## src/rtl/barcode_keypad_entry_pkg.sv

```systemverilog
// rtl/barcode_keypad_entry_pkg.sv - shared encodings for the barcode/keypad entry front end
package barcode_keypad_entry_pkg;
  localparam int BCD_W = 4;

  typedef enum logic [1:0] {
    ST_ENTRY  = 2'd0,
    ST_SELECT = 2'd1,
    ST_HOLD   = 2'd2
  } state_t;

  localparam logic KIND_BARCODE = 1'b0;
  localparam logic KIND_ITEM    = 1'b1;

  function automatic state_t mode_state(input logic mode);
    return mode ? ST_SELECT : ST_ENTRY;
  endfunction
endpackage

```

## src/rtl/barcode_keypad_entry_if.sv

```systemverilog
// rtl/barcode_keypad_entry_if.sv - committed-transaction handshake towards the lookup/VGA logic
interface barcode_keypad_entry_if #(parameter int DIGITS = 4);
  import barcode_keypad_entry_pkg::*;
  logic                      out_valid;
  logic                      out_kind;
  logic [BCD_W*DIGITS-1:0]   out_data;
  logic                      out_ack;

  modport master (output out_valid, output out_kind, output out_data, input out_ack);
  modport slave  (input out_valid, input out_kind, input out_data, output out_ack);
endinterface

```

## src/rtl/barcode_keypad_entry_debounce.sv

```systemverilog
// rtl/barcode_keypad_entry_debounce.sv - per-key synchroniser, stable-level filter and press pulse
module key_debounce #(
  parameter int DB_CYC = 4
) (
  input  logic CLOCK_50,
  input  logic RESET,
  input  logic key_n,
  output logic press
);
  localparam int CW = $clog2(DB_CYC + 1);

  logic          s1, s2, level;
  logic [CW-1:0] cnt;

  // level only follows s2 after it has disagreed for DB_CYC consecutive cycles
  always_ff @(posedge CLOCK_50) begin
    if (RESET) begin
      s1    <= 1'b1;
      s2    <= 1'b1;
      level <= 1'b1;
      cnt   <= '0;
      press <= 1'b0;
    end else begin
      s1    <= key_n;
      s2    <= s1;
      press <= 1'b0;
      if (s2 == level) begin
        cnt <= '0;
      end else if (cnt == CW'(DB_CYC - 1)) begin
        cnt   <= '0;
        level <= s2;
        press <= ~s2;
      end else begin
        cnt <= cnt + CW'(1);
      end
    end
  end
endmodule

```

## src/rtl/barcode_keypad_entry.sv

```systemverilog
// rtl/barcode_keypad_entry.sv - key/switch front end producing barcode and item-select transactions
module barcode_keypad_entry
  import barcode_keypad_entry_pkg::*;
#(
  parameter int NUM_KEYS = 4,
  parameter int DIGITS   = 4,
  parameter int ITEMS    = 8,
  parameter int DB_CYC   = 4
) (
  input  logic                         CLOCK_50,
  input  logic                         RESET,
  input  logic [NUM_KEYS-1:0]          key_n,
  input  logic                         shift_sw,
  input  logic                         mode_sw,
  barcode_keypad_entry_if.master       bus,
  output logic [$clog2(DIGITS+1)-1:0]  digit_cnt,
  output logic [$clog2(ITEMS)-1:0]     cursor,
  output logic                         err_pulse
);
  localparam int DW   = BCD_W * DIGITS;
  localparam int CNW  = $clog2(DIGITS + 1);
  localparam int CURW = $clog2(ITEMS);

  logic [NUM_KEYS-1:0] press;
  logic                ev_any;
  int                  ev_key;
  logic [BCD_W-1:0]    ev_digit;

  state_t              state;
  logic [DW-1:0]       bcd_q;
  logic                valid_q, kind_q;
  logic [DW-1:0]       data_q;

  for (genvar k = 0; k < NUM_KEYS; k++) begin : g_key
    key_debounce #(.DB_CYC(DB_CYC)) u_db (
      .CLOCK_50 (CLOCK_50),
      .RESET    (RESET),
      .key_n    (key_n[k]),
      .press    (press[k])
    );
  end

  // descending scan so the lowest-index pressed key is the one left standing
  always_comb begin
    ev_any   = 1'b0;
    ev_key   = 0;
    ev_digit = '0;
    for (int i = NUM_KEYS - 1; i >= 0; i--) begin
      if (press[i]) begin
        ev_any   = 1'b1;
        ev_key   = i;
        ev_digit = BCD_W'(NUM_KEYS - i);
      end
    end
  end

  assign bus.out_valid = valid_q;
  assign bus.out_kind  = kind_q;
  assign bus.out_data  = data_q;

  always_ff @(posedge CLOCK_50) begin
    if (RESET) begin
      state     <= ST_ENTRY;
      bcd_q     <= '0;
      digit_cnt <= '0;
      cursor    <= '0;
      err_pulse <= 1'b0;
      valid_q   <= 1'b0;
      kind_q    <= KIND_BARCODE;
      data_q    <= '0;
    end else begin
      err_pulse <= 1'b0;
      if (state == ST_HOLD) begin
        if (ev_any) err_pulse <= 1'b1;
        if (bus.out_ack) begin
          valid_q <= 1'b0;
          state   <= mode_state(mode_sw);
        end
      end else if (state != mode_state(mode_sw)) begin
        state     <= mode_state(mode_sw);
        bcd_q     <= '0;
        digit_cnt <= '0;
      end else if (ev_any && state == ST_ENTRY) begin
        if (ev_key != 0) begin
          if (digit_cnt < CNW'(DIGITS)) begin
            bcd_q     <= (bcd_q << BCD_W) | DW'(ev_digit);
            digit_cnt <= digit_cnt + CNW'(1);
          end else begin
            err_pulse <= 1'b1;
          end
        end else if (!shift_sw) begin
          if (digit_cnt == '0) begin
            err_pulse <= 1'b1;
          end else begin
            bcd_q     <= bcd_q >> BCD_W;
            digit_cnt <= digit_cnt - CNW'(1);
          end
        end else if (digit_cnt == CNW'(DIGITS)) begin
          valid_q   <= 1'b1;
          kind_q    <= KIND_BARCODE;
          data_q    <= bcd_q;
          state     <= ST_HOLD;
          bcd_q     <= '0;
          digit_cnt <= '0;
        end else begin
          err_pulse <= 1'b1;
        end
      end else if (ev_any) begin
        if (ev_key == 0) begin
          valid_q <= 1'b1;
          kind_q  <= KIND_ITEM;
          data_q  <= DW'(cursor);
          state   <= ST_HOLD;
        end else if (ev_key == 1) begin
          cursor <= (cursor == CURW'(ITEMS - 1)) ? '0 : cursor + CURW'(1);
        end else if (ev_key == 2) begin
          cursor <= (cursor == '0) ? CURW'(ITEMS - 1) : cursor - CURW'(1);
        end
      end
    end
  end
endmodule

```

## src/flat_wrapper.sv

```systemverilog
// flat-port wrapper written by rule: the top's interface ports become plain ports
module barcode_keypad_entry_flat import barcode_keypad_entry_pkg::*;
#(
  parameter int NUM_KEYS = 4,
  parameter int DIGITS   = 4,
  parameter int ITEMS    = 8,
  parameter int DB_CYC   = 4
)
  (CLOCK_50, RESET, key_n, shift_sw, mode_sw, digit_cnt, cursor, err_pulse, bus_out_valid, bus_out_kind, bus_out_data, bus_out_ack);
  barcode_keypad_entry_if #(.DIGITS(DIGITS)) bus_i ();
  input  logic CLOCK_50;
  input  logic RESET;
  input  logic [NUM_KEYS-1:0] key_n;
  input  logic shift_sw;
  input  logic mode_sw;
  output logic [$clog2(DIGITS+1)-1:0] digit_cnt;
  output logic [$clog2(ITEMS)-1:0] cursor;
  output logic err_pulse;
  output wire logic [$bits(bus_i.out_valid)-1:0] bus_out_valid;
  output wire logic [$bits(bus_i.out_kind)-1:0] bus_out_kind;
  output wire logic [$bits(bus_i.out_data)-1:0] bus_out_data;
  input wire logic [$bits(bus_i.out_ack)-1:0] bus_out_ack;
  assign bus_out_valid = bus_i.out_valid;
  assign bus_out_kind = bus_i.out_kind;
  assign bus_out_data = bus_i.out_data;
  assign bus_i.out_ack = bus_out_ack;
  barcode_keypad_entry #(.NUM_KEYS(NUM_KEYS), .DIGITS(DIGITS), .ITEMS(ITEMS), .DB_CYC(DB_CYC)) u_core (.CLOCK_50(CLOCK_50), .RESET(RESET), .key_n(key_n), .shift_sw(shift_sw), .mode_sw(mode_sw), .bus(bus_i), .digit_cnt(digit_cnt), .cursor(cursor), .err_pulse(err_pulse));
endmodule
```

## config.mk

```make
export PLATFORM = sky130hd
export DESIGN_NAME = barcode_keypad_entry_flat
export DESIGN_NICKNAME = d
export VERILOG_FILES = /design/src/rtl/barcode_keypad_entry_pkg.sv /design/src/rtl/barcode_keypad_entry_if.sv /design/src/rtl/barcode_keypad_entry_debounce.sv /design/src/rtl/barcode_keypad_entry.sv /design/src/flat_wrapper.sv
export SDC_FILE = /design/constraint.sdc
export NUM_CORES = 1
export LEC_CHECK = 0
export CORE_MARGIN = 2
export CORE_UTILIZATION = 29
export CTS_BUF_LIST = sky130_fd_sc_hd__clkbuf_16
export CTS_CLUSTER_SIZE = 12
export DETAILED_ROUTE_END_ITERATION = 10
export PLACE_DENSITY = 0.46
export SYNTH_ARGS = -nofsm -noshare
export SYNTH_HDL_FRONTEND = slang
export SYNTH_HIERARCHICAL = 1
export SYNTH_SLANG_ARGS = --single-unit
```

## constraint.sdc

```tcl
create_clock -name CLOCK_50 -period 3 [get_ports CLOCK_50]
set_clock_uncertainty 0.1 [all_clocks]
set_input_delay 0.6 -clock CLOCK_50 [delete_from_list [all_inputs] [get_ports CLOCK_50]]
set_output_delay 0.6 -clock CLOCK_50 [all_outputs]
set_load 0.03 [all_outputs]
```

==> metrics.cfg <==
[outcome]
outcome = completed

[route]
detail_route.first_pass.iterations = 4
viasPerCell = 4.91
remaining_drc_errors = 0
drt-wirelength-per-cell_um = 14.2
drt-initial-drc-count = 86
antenna_left = 0
totalWireLength_um = 7200
total_via_count_in_the_routed_design = 2487

[worst_setup_path]
timing.critical_path.required_ns = 3.12
critical_path.endpoint_type = flop
cpPeakStageDelay_ns = 0.46
startpoint_type = flop
worst-endpoint-arrival_ns = 2.74
crit_type = reg -> reg
crit_path_cell_trace = and2b_1 -> o21bai_1 -> ha_1 -> inv_2 -> o21ai_0 -> a211o_1 -> nand2_4 -> a32o_2
path_max_fanout = 11
critPathSlowestCell = sky130_fd_sc_hd__a211o_1

[min_path]
worstHoldPathType = reg -> reg

[power_and_ir_drop]
power_density_nw_per_um2 = 570
power.leakage_nw = 1.50
peakVddDrop_uv = 343

[final_layout]
area.growth.synth_to_final_pct = 28.1
post_route_cells_drive_above_1_share_pct = 15.8
num-nets-final = 389
layout.cells.non_filler = 507
fill_cells = 1114
num_antenna_cells = 0

[floorplan]
die-area_um2 = 11800
die_height_um = 108
floorplan.die.width_um = 108
io_pins = 34
initial_core_util_pct = 29.4
placeable_area_um2 = 10700
core.rowCount = 38

[clock_network]
clk_transition_reported_paths_ns = 0.05
cts_setup_buffers = 0
cts_max_level = 3
max-clock-path-buffers = 2
worst_skew_pair.late_latency_ns = 0.33
ctsResizeCount = 0
count_of_clock_tree_sinks = 71
hold_buffers = 0
cts_made_buffers = 9
clk_root_buffer_cell = sky130_fd_sc_hd__clkbuf_16
cts_tree = yes

[yosys]
mappedNetlistNets = 348
synth-async-reset-ratio_pct = 0
ys.flop_type = sky130_fd_sc_hd__dfxtp_1
syn_area_per_cell_um2 = 9.85
postSynthRegisterBits = 71
synth_edf_count = 0
syn-cell-area_um2 = 3160
synthesis.instances = 321
synth_warnings = 6
synth_sequential_area_ratio_pct = 44.9
yosys.cell_types.count = 49

[global_route]
grt_pass1_vias = 2476
largest_net_degree_at_the_start_of_global_routing = 35
wire_length_of_the_first_global_routing_pass_um = 12300
antenna_found_initial = 0
global_route.overflow_total = 0
gr-usage-all-layers_pct = 13.6

[placed_design]
weighted_congestion_at_the_end_of_routability_driven_global_placement = 0.834
io_buffer_count = 33
place.detailed.hpwl_um = 5230
place_ws_ns = 0.359
placedCellCount = 491

[sta]
finalSetupTns_ns = 0
worst_hold_slack_ns = 0.307
hold_viol_final = 0
setup_viol = 0
min_cycle_time_layout_ns = 2.62
final_critical_path_setup_slack_ns = 0.376
achievable_frequency_mhz = 381
min_period_over_period_pct = 87.5
worst_pin_slew_ns = 0.598
report.final.slew_viol_count = 0
grt_setup_unrepaired = no
worst_slew_margin_relative_to_its_limit_pct = 59.8

[job]
drv.max_cap_violation_count = 0

report_power, final:
group,total (W),internal (W),leakage [nW],switching (W)
clock,0.00128,0.000891,0.178,0.000389
combinational,0.0000723,0.0000288,0.748,0.0000435
sequential,0.000956,0.000951,0.574,0.00000527
area by class of cell:
cell class                 instances  area [um^2]  area share, %
inverter                          16         60.1           1.48
clock inverter                     7          136           3.37
sequential                        71         1420           35.1
timing repair buffer              44          420           10.4
tap                              140          175           4.32
clock buffer                       9          225           5.56
multi-input combinational        220         1610           39.8
synth_stat cells, types with 9 or more instances:
cell type                   instances  area share (%)
sky130_fd_sc_hd__a32o_1            10             3.2
sky130_fd_sc_hd__dfxtp_1           71              45
sky130_fd_sc_hd__nor2_1            14             1.7
sky130_fd_sc_hd__and3_1            10             2.0
sky130_fd_sc_hd__o21ai_0           11             1.7
sky130_fd_sc_hd__a21oi_1           11             1.7
sky130_fd_sc_hd__inv_1             14             1.7
sky130_fd_sc_hd__nor4_1            10             2.0
sky130_fd_sc_hd__nand2_1           28             3.3
sky130_fd_sc_hd__nand3_1           13             2.1
sky130_fd_sc_hd__ha_1              18             7.1
sky130_fd_sc_hd__or2_2              9             1.8
sky130_fd_sc_hd__o2bb2ai_1          9             2.5
critical path, delay by kind of cell, from the launching register on:
family	cells	cell delay (ns)
adder cells (fa/ha/maj)	1	0.27
AND/OR/NAND/NOR	2	0.36
buffers and inverters	1	0.11
AO/OA/AOI/OAI	4	1.28
flip-flops	1	0.39
logic make-up after synthesis:
family / Yosys count / synth area share, %
buf+inv: 30 / 4.03
flops: 71 / 44.9
simple gates: 117 / 22.5
compound gates: 75 / 18.4
fa+ha+maj: 18 / 7.12
mux: 5 / 1.58
xor+xnor: 5 / 1.38
state kept, by name (all words and copies together) (netlist names):
signal                   flops
u_core/bcd_q                16
u_core/bus.out_data         16
u_core/bus.out_kind          1
u_core/bus.out_valid         1
u_core/cursor                3
u_core/digit_cnt             3
u_core/err_pulse             1
u_core/g_key.u_db/cnt       12
u_core/g_key.u_db/level      4
u_core/g_key.u_db/press      4
u_core/g_key.u_db/s1         4
u_core/g_key.u_db/s2         4
u_core/state                 2
path summary, 6_finish.rpt:
path	end	startpoint	slack, ns	cells past startpoint
min	u_core/g_key[3].u_db/s2	u_core/g_key[3].u_db/s1	0.31	1
max	u_core/digit_cnt[2]	u_core/g_key[2].u_db/press	0.38	8
min reg2reg	u_core/g_key[3].u_db/s2	u_core/g_key[3].u_db/s1	0.31	1
max reg2reg	u_core/digit_cnt[2]	u_core/g_key[2].u_db/press	0.38	8
layer usage:
layer / vias up / part of all wire, % / GRT usage (%) / wire [um]
li1: 1256 / - / - / -
met2: 42 / 48 / 21.9 / 3440
met5: - / 0 / 0 / 0
met4: 0 / 1.3 / 4.85 / 96
met3: 9 / 4.6 / 4.58 / 334
met1: 1180 / 46 / 17.0 / 3330
placed cells by master (no fill, tap or decap), types with 11 or more instances in the layout:
cell type | Yosys | final
sky130_fd_sc_hd__dfxtp_1 | 71 | 71
sky130_fd_sc_hd__o21ai_0 | 11 | 11
sky130_fd_sc_hd__inv_1 | 14 | 15
sky130_fd_sc_hd__nor2_1 | 14 | 14
sky130_fd_sc_hd__ha_1 | 18 | 18
sky130_fd_sc_hd__nand3_1 | 13 | 13
sky130_fd_sc_hd__clkdlybuf4s50_1 | 0 | 32
sky130_fd_sc_hd__a21oi_1 | 11 | 11
sky130_fd_sc_hd__nand2_1 | 28 | 28
metrics by stage:
stage          util [%]  total power, W  area, um^2
3_3_place_gp       34.4         0.00105        3690
6_report           37.7         0.00231        4050
3_5_place_dp       34.4         0.00105        3690
4_1_cts            37.7         0.00234        4050
5_1_grt            37.7         0.00239        4050
2_1_floorplan         -         0.00102        3160
(Power assumes the default switching activity.)
